`src/rtl/core_pkg.sv`:
```
// Shared decode/execute types for the RV32 pipeline: ALUOp and writeback
// select encodings plus the bundled ID/EX control word.
package core_pkg;

  localparam logic [1:0] ALUOP_MEM = 2'b00;
  localparam logic [1:0] ALUOP_BR  = 2'b01;
  localparam logic [1:0] ALUOP_RI  = 2'b10;
  localparam logic [1:0] ALUOP_JL  = 2'b11;

  localparam logic [1:0] WB_SEL_ALU = 2'b00;
  localparam logic [1:0] WB_SEL_MEM = 2'b01;
  localparam logic [1:0] WB_SEL_PC4 = 2'b10;
  localparam logic [1:0] WB_SEL_IMM = 2'b11;

  typedef struct packed {
    logic [1:0] alu_op;
    logic [2:0] funct3;
    logic [6:0] funct7;
    logic       alu_src;
    logic       mem_read;
    logic       mem_write;
    logic       reg_write;
    logic       branch;
    logic       jump;
    logic [1:0] mem_to_reg;
  } id_ex_ctrl_t;

  localparam id_ex_ctrl_t BUBBLE = id_ex_ctrl_t'(20'd0);

  // An invalid decode slot must never carry live controls into execute.
  function automatic id_ex_ctrl_t gate_ctrl(input logic valid, input id_ex_ctrl_t ctrl);
    if (valid) begin
      return ctrl;
    end else begin
      return BUBBLE;
    end
  endfunction

endpackage

```
`src/rtl/wb_bypass_mux.sv`:
```
// Selects writeback data over register-file read data when writeback targets
// the same source register this cycle; x0 is never forwarded.
module wb_bypass_mux #(
  parameter int DATA_W     = 32,
  parameter int REG_ADDR_W = 5
) (
  input  logic                  i_wb_we,
  input  logic [REG_ADDR_W-1:0] i_wb_rd,
  input  logic [REG_ADDR_W-1:0] i_rs,
  input  logic [DATA_W-1:0]     i_rf_data,
  input  logic [DATA_W-1:0]     i_wb_data,
  output logic [DATA_W-1:0]     o_data
);

  logic w_hit;

  // Forward on index match with a live, non-x0 writeback.
  always_comb begin
    w_hit = i_wb_we && (i_wb_rd != {REG_ADDR_W{1'b0}}) && (i_wb_rd == i_rs);
    if (w_hit) begin
      o_data = i_wb_data;
    end else begin
      o_data = i_rf_data;
    end
  end

endmodule

```
`src/rtl/id_ex_reg.sv`:
```
// Decode-to-execute pipeline register with stall hold, flush-to-bubble and a
// same-cycle writeback bypass on both operand captures.
module id_ex_reg
  import core_pkg::*;
#(
  parameter int DATA_W     = 32,
  parameter int REG_ADDR_W = 5
) (
  input  logic                  clk,
  input  logic                  reset,
  input  logic                  stall,
  input  logic                  flush,
  input  logic                  in_valid,
  input  logic [DATA_W-1:0]     in_pc,
  input  logic [DATA_W-1:0]     in_rd1,
  input  logic [DATA_W-1:0]     in_rd2,
  input  logic [DATA_W-1:0]     in_imm,
  input  logic [REG_ADDR_W-1:0] in_rs1,
  input  logic [REG_ADDR_W-1:0] in_rs2,
  input  logic [REG_ADDR_W-1:0] in_rd,
  input  logic [1:0]            in_alu_op,
  input  logic [2:0]            in_funct3,
  input  logic [6:0]            in_funct7,
  input  logic                  in_alu_src,
  input  logic                  in_mem_read,
  input  logic                  in_mem_write,
  input  logic                  in_reg_write,
  input  logic                  in_branch,
  input  logic                  in_jump,
  input  logic [1:0]            in_mem_to_reg,
  input  logic                  wb_reg_write,
  input  logic [REG_ADDR_W-1:0] wb_rd,
  input  logic [DATA_W-1:0]     wb_data,
  output logic                  ex_valid,
  output logic [DATA_W-1:0]     ex_pc,
  output logic [DATA_W-1:0]     ex_rd1,
  output logic [DATA_W-1:0]     ex_rd2,
  output logic [DATA_W-1:0]     ex_imm,
  output logic [REG_ADDR_W-1:0] ex_rs1,
  output logic [REG_ADDR_W-1:0] ex_rs2,
  output logic [REG_ADDR_W-1:0] ex_rd,
  output logic [1:0]            ex_alu_op,
  output logic [2:0]            ex_funct3,
  output logic [6:0]            ex_funct7,
  output logic                  ex_alu_src,
  output logic                  ex_mem_read,
  output logic                  ex_mem_write,
  output logic                  ex_reg_write,
  output logic                  ex_branch,
  output logic                  ex_jump,
  output logic [1:0]            ex_mem_to_reg
);

  logic                  r_valid;
  logic [DATA_W-1:0]     r_pc, r_rd1, r_rd2, r_imm;
  logic [REG_ADDR_W-1:0] r_rs1, r_rs2, r_rd;
  id_ex_ctrl_t           r_ctrl;

  id_ex_ctrl_t           w_raw_ctrl;
  id_ex_ctrl_t           w_cap_ctrl;
  logic [DATA_W-1:0]     w_rd1, w_rd2;

  wb_bypass_mux #(.DATA_W(DATA_W), .REG_ADDR_W(REG_ADDR_W)) u_byp_rs1 (
    .i_wb_we(wb_reg_write), .i_wb_rd(wb_rd), .i_rs(in_rs1),
    .i_rf_data(in_rd1), .i_wb_data(wb_data), .o_data(w_rd1)
  );

  wb_bypass_mux #(.DATA_W(DATA_W), .REG_ADDR_W(REG_ADDR_W)) u_byp_rs2 (
    .i_wb_we(wb_reg_write), .i_wb_rd(wb_rd), .i_rs(in_rs2),
    .i_rf_data(in_rd2), .i_wb_data(wb_data), .o_data(w_rd2)
  );

  // Bundle decode controls so bubbles are one struct assignment.
  always_comb begin
    w_raw_ctrl            = BUBBLE;
    w_raw_ctrl.alu_op     = in_alu_op;
    w_raw_ctrl.funct3     = in_funct3;
    w_raw_ctrl.funct7     = in_funct7;
    w_raw_ctrl.alu_src    = in_alu_src;
    w_raw_ctrl.mem_read   = in_mem_read;
    w_raw_ctrl.mem_write  = in_mem_write;
    w_raw_ctrl.reg_write  = in_reg_write;
    w_raw_ctrl.branch     = in_branch;
    w_raw_ctrl.jump       = in_jump;
    w_raw_ctrl.mem_to_reg = in_mem_to_reg;
  end

  assign w_cap_ctrl = gate_ctrl(in_valid, w_raw_ctrl);

  // Stage register: reset > flush > stall > capture.
  always_ff @(posedge clk or posedge reset) begin
    if (reset) begin
      r_valid <= 1'b0;
      r_pc    <= {DATA_W{1'b0}};
      r_rd1   <= {DATA_W{1'b0}};
      r_rd2   <= {DATA_W{1'b0}};
      r_imm   <= {DATA_W{1'b0}};
      r_rs1   <= {REG_ADDR_W{1'b0}};
      r_rs2   <= {REG_ADDR_W{1'b0}};
      r_rd    <= {REG_ADDR_W{1'b0}};
      r_ctrl  <= BUBBLE;
    end else if (flush) begin
      r_valid <= 1'b0;
      r_pc    <= {DATA_W{1'b0}};
      r_rd1   <= {DATA_W{1'b0}};
      r_rd2   <= {DATA_W{1'b0}};
      r_imm   <= {DATA_W{1'b0}};
      r_rs1   <= {REG_ADDR_W{1'b0}};
      r_rs2   <= {REG_ADDR_W{1'b0}};
      r_rd    <= {REG_ADDR_W{1'b0}};
      r_ctrl  <= BUBBLE;
    end else if (!stall) begin
      r_valid <= in_valid;
      r_pc    <= in_pc;
      r_rd1   <= w_rd1;
      r_rd2   <= w_rd2;
      r_imm   <= in_imm;
      r_rs1   <= in_rs1;
      r_rs2   <= in_rs2;
      r_rd    <= in_rd;
      r_ctrl  <= w_cap_ctrl;
    end
  end

  assign ex_valid      = r_valid;
  assign ex_pc         = r_pc;
  assign ex_rd1        = r_rd1;
  assign ex_rd2        = r_rd2;
  assign ex_imm        = r_imm;
  assign ex_rs1        = r_rs1;
  assign ex_rs2        = r_rs2;
  assign ex_rd         = r_rd;
  assign ex_alu_op     = r_ctrl.alu_op;
  assign ex_funct3     = r_ctrl.funct3;
  assign ex_funct7     = r_ctrl.funct7;
  assign ex_alu_src    = r_ctrl.alu_src;
  assign ex_mem_read   = r_ctrl.mem_read;
  assign ex_mem_write  = r_ctrl.mem_write;
  assign ex_reg_write  = r_ctrl.reg_write;
  assign ex_branch     = r_ctrl.branch;
  assign ex_jump       = r_ctrl.jump;
  assign ex_mem_to_reg = r_ctrl.mem_to_reg;

endmodule

```
`config.mk`:
```
export PLATFORM = sky130hd
export DESIGN_NAME = id_ex_reg
export DESIGN_NICKNAME = d
export VERILOG_FILES = /design/src/rtl/core_pkg.sv /design/src/rtl/wb_bypass_mux.sv /design/src/rtl/id_ex_reg.sv
export SDC_FILE = /design/constraint.sdc
export NUM_CORES = 1
export LEC_CHECK = 0
export CAP_MARGIN = 20
export CORE_AREA = 3 3 141 143
export DETAILED_ROUTE_END_ITERATION = 6
export DIE_AREA = 0 0 144 146
export PLACE_DENSITY = 0.83
export REMOVE_ABC_BUFFERS = 1
export SKIP_CTS_REPAIR_TIMING = 1
export SLEW_MARGIN = 15
export SYNTH_ARGS = -nofsm -noshare
export SYNTH_HDL_FRONTEND = slang
export SYNTH_SLANG_ARGS = --single-unit
```
`constraint.sdc`:
```
create_clock -name clk -period 14 [get_ports clk]
set_input_delay 2.8 -clock clk [delete_from_list [all_inputs] [get_ports clk]]
set_output_delay 2.8 -clock clk [all_outputs]
set_load 0.005 [all_outputs]
```
==> impl_metrics.env <==
export IMPL_outcome="finished clean"
export IMPL_gp_congestion=0.853
export IMPL_cp_end_kind="flop"
export IMPL_h_tree_depth=4
export IMPL_clockBufferDepth=2
export IMPL_drtIter0Drc=453
export IMPL_die_area_sq_um=21000
export IMPL_grt_max_degree=106
export IMPL_antennaDiodeCount=0
export IMPL_clock_sinks=164
export IMPL_grt_usage=0.239
export IMPL_crit_type="input port to flop"
export IMPL_max_freq_mhz=185
export IMPL_synthArstFlopShare=1.00
export IMPL_ys_seq_elements=164
export IMPL_cts_made_buffers=17
export IMPL_start_kind="input port"
export IMPL_setup_tns_ns=0
export IMPL_cp_slowest_cell="or3_1"
export IMPL_p_sw_uw=327
export IMPL_grt_pass1_vias=7255
export IMPL_ys_warn_count=0
export IMPL_areaGrowthSynthToFinish_pct=52.7
export IMPL_power_internal_uw=894
export IMPL_start_util=0.426
export IMPL_tightest_slew_ns=1.02
export IMPL_fillCellCount=1493
export IMPL_die_x_microns=144
export IMPL_placed_cells=1299
export IMPL_portBuffers=369
export IMPL_instances_no_fill=1332
export IMPL_antenna_found_initial=0
export IMPL_firstDrtPassIters=4
export IMPL_rsz0062_at_grt="false"
export IMPL_rows=50
export IMPL_drt_wl_total_microns=25900
export IMPL_vias_per_cell=5.38
export IMPL_path_cells="clkdlybuf4s50_1 -> xnor2_1 -> nand3_2 -> or3_1 -> buf_4 -> o311a_1"
export IMPL_cpPeakStageDelay_ns=0.78
export IMPL_drc_errors=0
export IMPL_gr_total_overflow=0
export IMPL_detail_route_wl_per_cell_microns=19.5
export IMPL_ant_nets=0
export IMPL_crit_arrival_ns=5.70
export IMPL_p_sw_frac=0.268
export IMPL_clk_latency_ns=0.41
export IMPL_hold_slack_ns=0.484
export IMPL_syn_inst=761
export IMPL_core_region_area_sq_um=18700
export IMPL_leakagePower_nw=5.26
export IMPL_critPathMaxFanout=33
export IMPL_maxCapViolations=0
export IMPL_clk_pin_slew_worst_paths_ns=0.07
export IMPL_ys_types=24
export IMPL_vias=7165
export IMPL_io_pins=370
export IMPL_finalCritPeriodShare=0.386
export IMPL_synth_area_sq_um=7960
export IMPL_grt_pass1_wl_microns=39700
export IMPL_syn_avg_cell_area_sq_um=10.5
export IMPL_combPwrFrac=0.197
export IMPL_fin_nets=1291
export IMPL_cts_tree="done"
export IMPL_p_seq_frac=0.424
export IMPL_synth_edf_count=0
export IMPL_fin_skew_ns=0
export IMPL_slew_headroom=0.319
export IMPL_cts_root_buffer="clkbuf_16"
export IMPL_synth_flop_cell="dfrtp_1"
export IMPL_final_hold_violation_count=0
export IMPL_fp_dieH_microns=146
export IMPL_powerDensity_nw_per_um2=101
export IMPL_hold_class="flop to flop"
export IMPL_required_ns=14.30
export IMPL_drv_slew=0
export IMPL_drive_above_1_share=0.0464
export IMPL_ir_worst_vdd_v=0.000103
export IMPL_ys_seq_area_frac=0.516
export IMPL_clkPwrFrac=0.379
export IMPL_total_power_mw=1.22
export IMPL_place_hpwl_microns=18000
export IMPL_finalSetupViolations=0
export IMPL_finalCriticalPeriod_ns=5.40
-- cell usage in the layout, fill, tap and decap left out, types with 2 or more instances in the layout --
cell type / Yosys / routed
o311a_1: 64 / 64
buf_4: 8 / 13
or3_1: 2 / 2
clkinvlp_4: 0 / 2
a21oi_1: 64 / 64
nor2_1: 143 / 143
a22o_1: 20 / 20
clkdlybuf4s50_1: 0 / 367
xnor2_1: 10 / 10
inv_1: 65 / 64
nand2_1: 2 / 2
o31ai_1: 64 / 64
clkinv_4: 0 / 3
dfrtp_1: 164 / 164
inv_6: 0 / 6
nand3_2: 0 / 2
inv_8: 0 / 2
mux2i_1: 79 / 79
clkbuf_16: 0 / 17
-- cell usage after synthesis, types with 3 or more instances --
library cell   count  share of area
a21oi_1           64          0.040
a22o_1            20          0.022
buf_2             11         0.0069
buf_4              8         0.0075
buf_6              3         0.0042
buf_8              6          0.011
clkbuf_1          32          0.015
dfrtp_1          164           0.52
dlygate4sd1_1     13          0.014
dlygate4sd3_1      4         0.0050
inv_1             65          0.031
mux2i_1           79          0.099
nor2_1           143          0.067
o311a_1           64          0.080
o31ai_1           64          0.060
xnor2_1           10          0.011
-- worst max-delay path, delay by kind of cell --
kind | cells | cell delay [ns]
AOI/OAI and AO/OA | 1 | 0.33
xor gates and xnor gates | 1 | 0.16
buffers and inverters | 2 | 0.91
and+or+nand+nor | 2 | 1.46
-- cell type report --
type / count / area [sq um] / share of cell area
Sequential cell: 164 / 4100 / 0.338
Multi-Input combinational cell: 455 / 3120 / 0.257
Tap cell: 234 / 293 / 0.0241
Inverter: 65 / 249 / 0.0205
Clock inverter: 13 / 138 / 0.0113
Timing Repair Buffer: 382 / 3810 / 0.313
Clock buffer: 19 / 443 / 0.0364
-- power groups by stage --
stage | registers (mW) | clock network, mW | logic [mW]
floorplan | 0.527 | 0 | 0.0734
global placement | 0.525 | 0 | 0.238
detailed placement | 0.526 | 0 | 0.242
CTS | 0.518 | 0.473 | 0.243
global route | 0.521 | 0.493 | 0.261
finish | 0.518 | 0.463 | 0.241
-- cells by family after synthesis --
| group | share of synthesized area |
|---|---|
| AO/OA/AOI/OAI | 0.205 |
| buffers and inverters | 0.0951 |
| AND/OR/NAND/NOR | 0.0739 |
| XOR/XNOR | 0.0110 |
| flip-flops | 0.516 |
| multiplexers | 0.0993 |
-- path summary, 6_finish.rpt --
kind,slack (ns),end,cells after the start,startpoint
max reg2reg,13.16,ex_rd1[11],3,ex_rd1[11]
max in group asynchronous,9.85,ex_pc[24],4,reset
max,8.60,ex_rd1[2],6,wb_rd[3]
min,0.48,ex_valid,1,ex_valid
min in group asynchronous,2.91,ex_pc[28],2,reset
min reg2reg,0.48,ex_valid,1,ex_valid
-- per-stage QoR --
step                instance area (sq um)  setup WS [ns]  utilization
floorplan                            7450           6.77            -
global placement                    11600           8.23        0.618
detailed placement                  11600           8.19        0.618
CTS                                 12100           8.63        0.649
global route                        12200           8.53        0.650
finish                              12200           8.60        0.650
-- metal layers --
layer / vias to the layer above / part of all wire / global-route usage
li1: 3341 / - / -
met1: 3455 / 0.38 / 0.288
met2: 319 / 0.50 / 0.406
met3: 50 / 0.085 / 0.0684
met4: 0 / 0.030 / 0.0838
met5: - / 0 / 0
(Power assumes the default switching activity.)
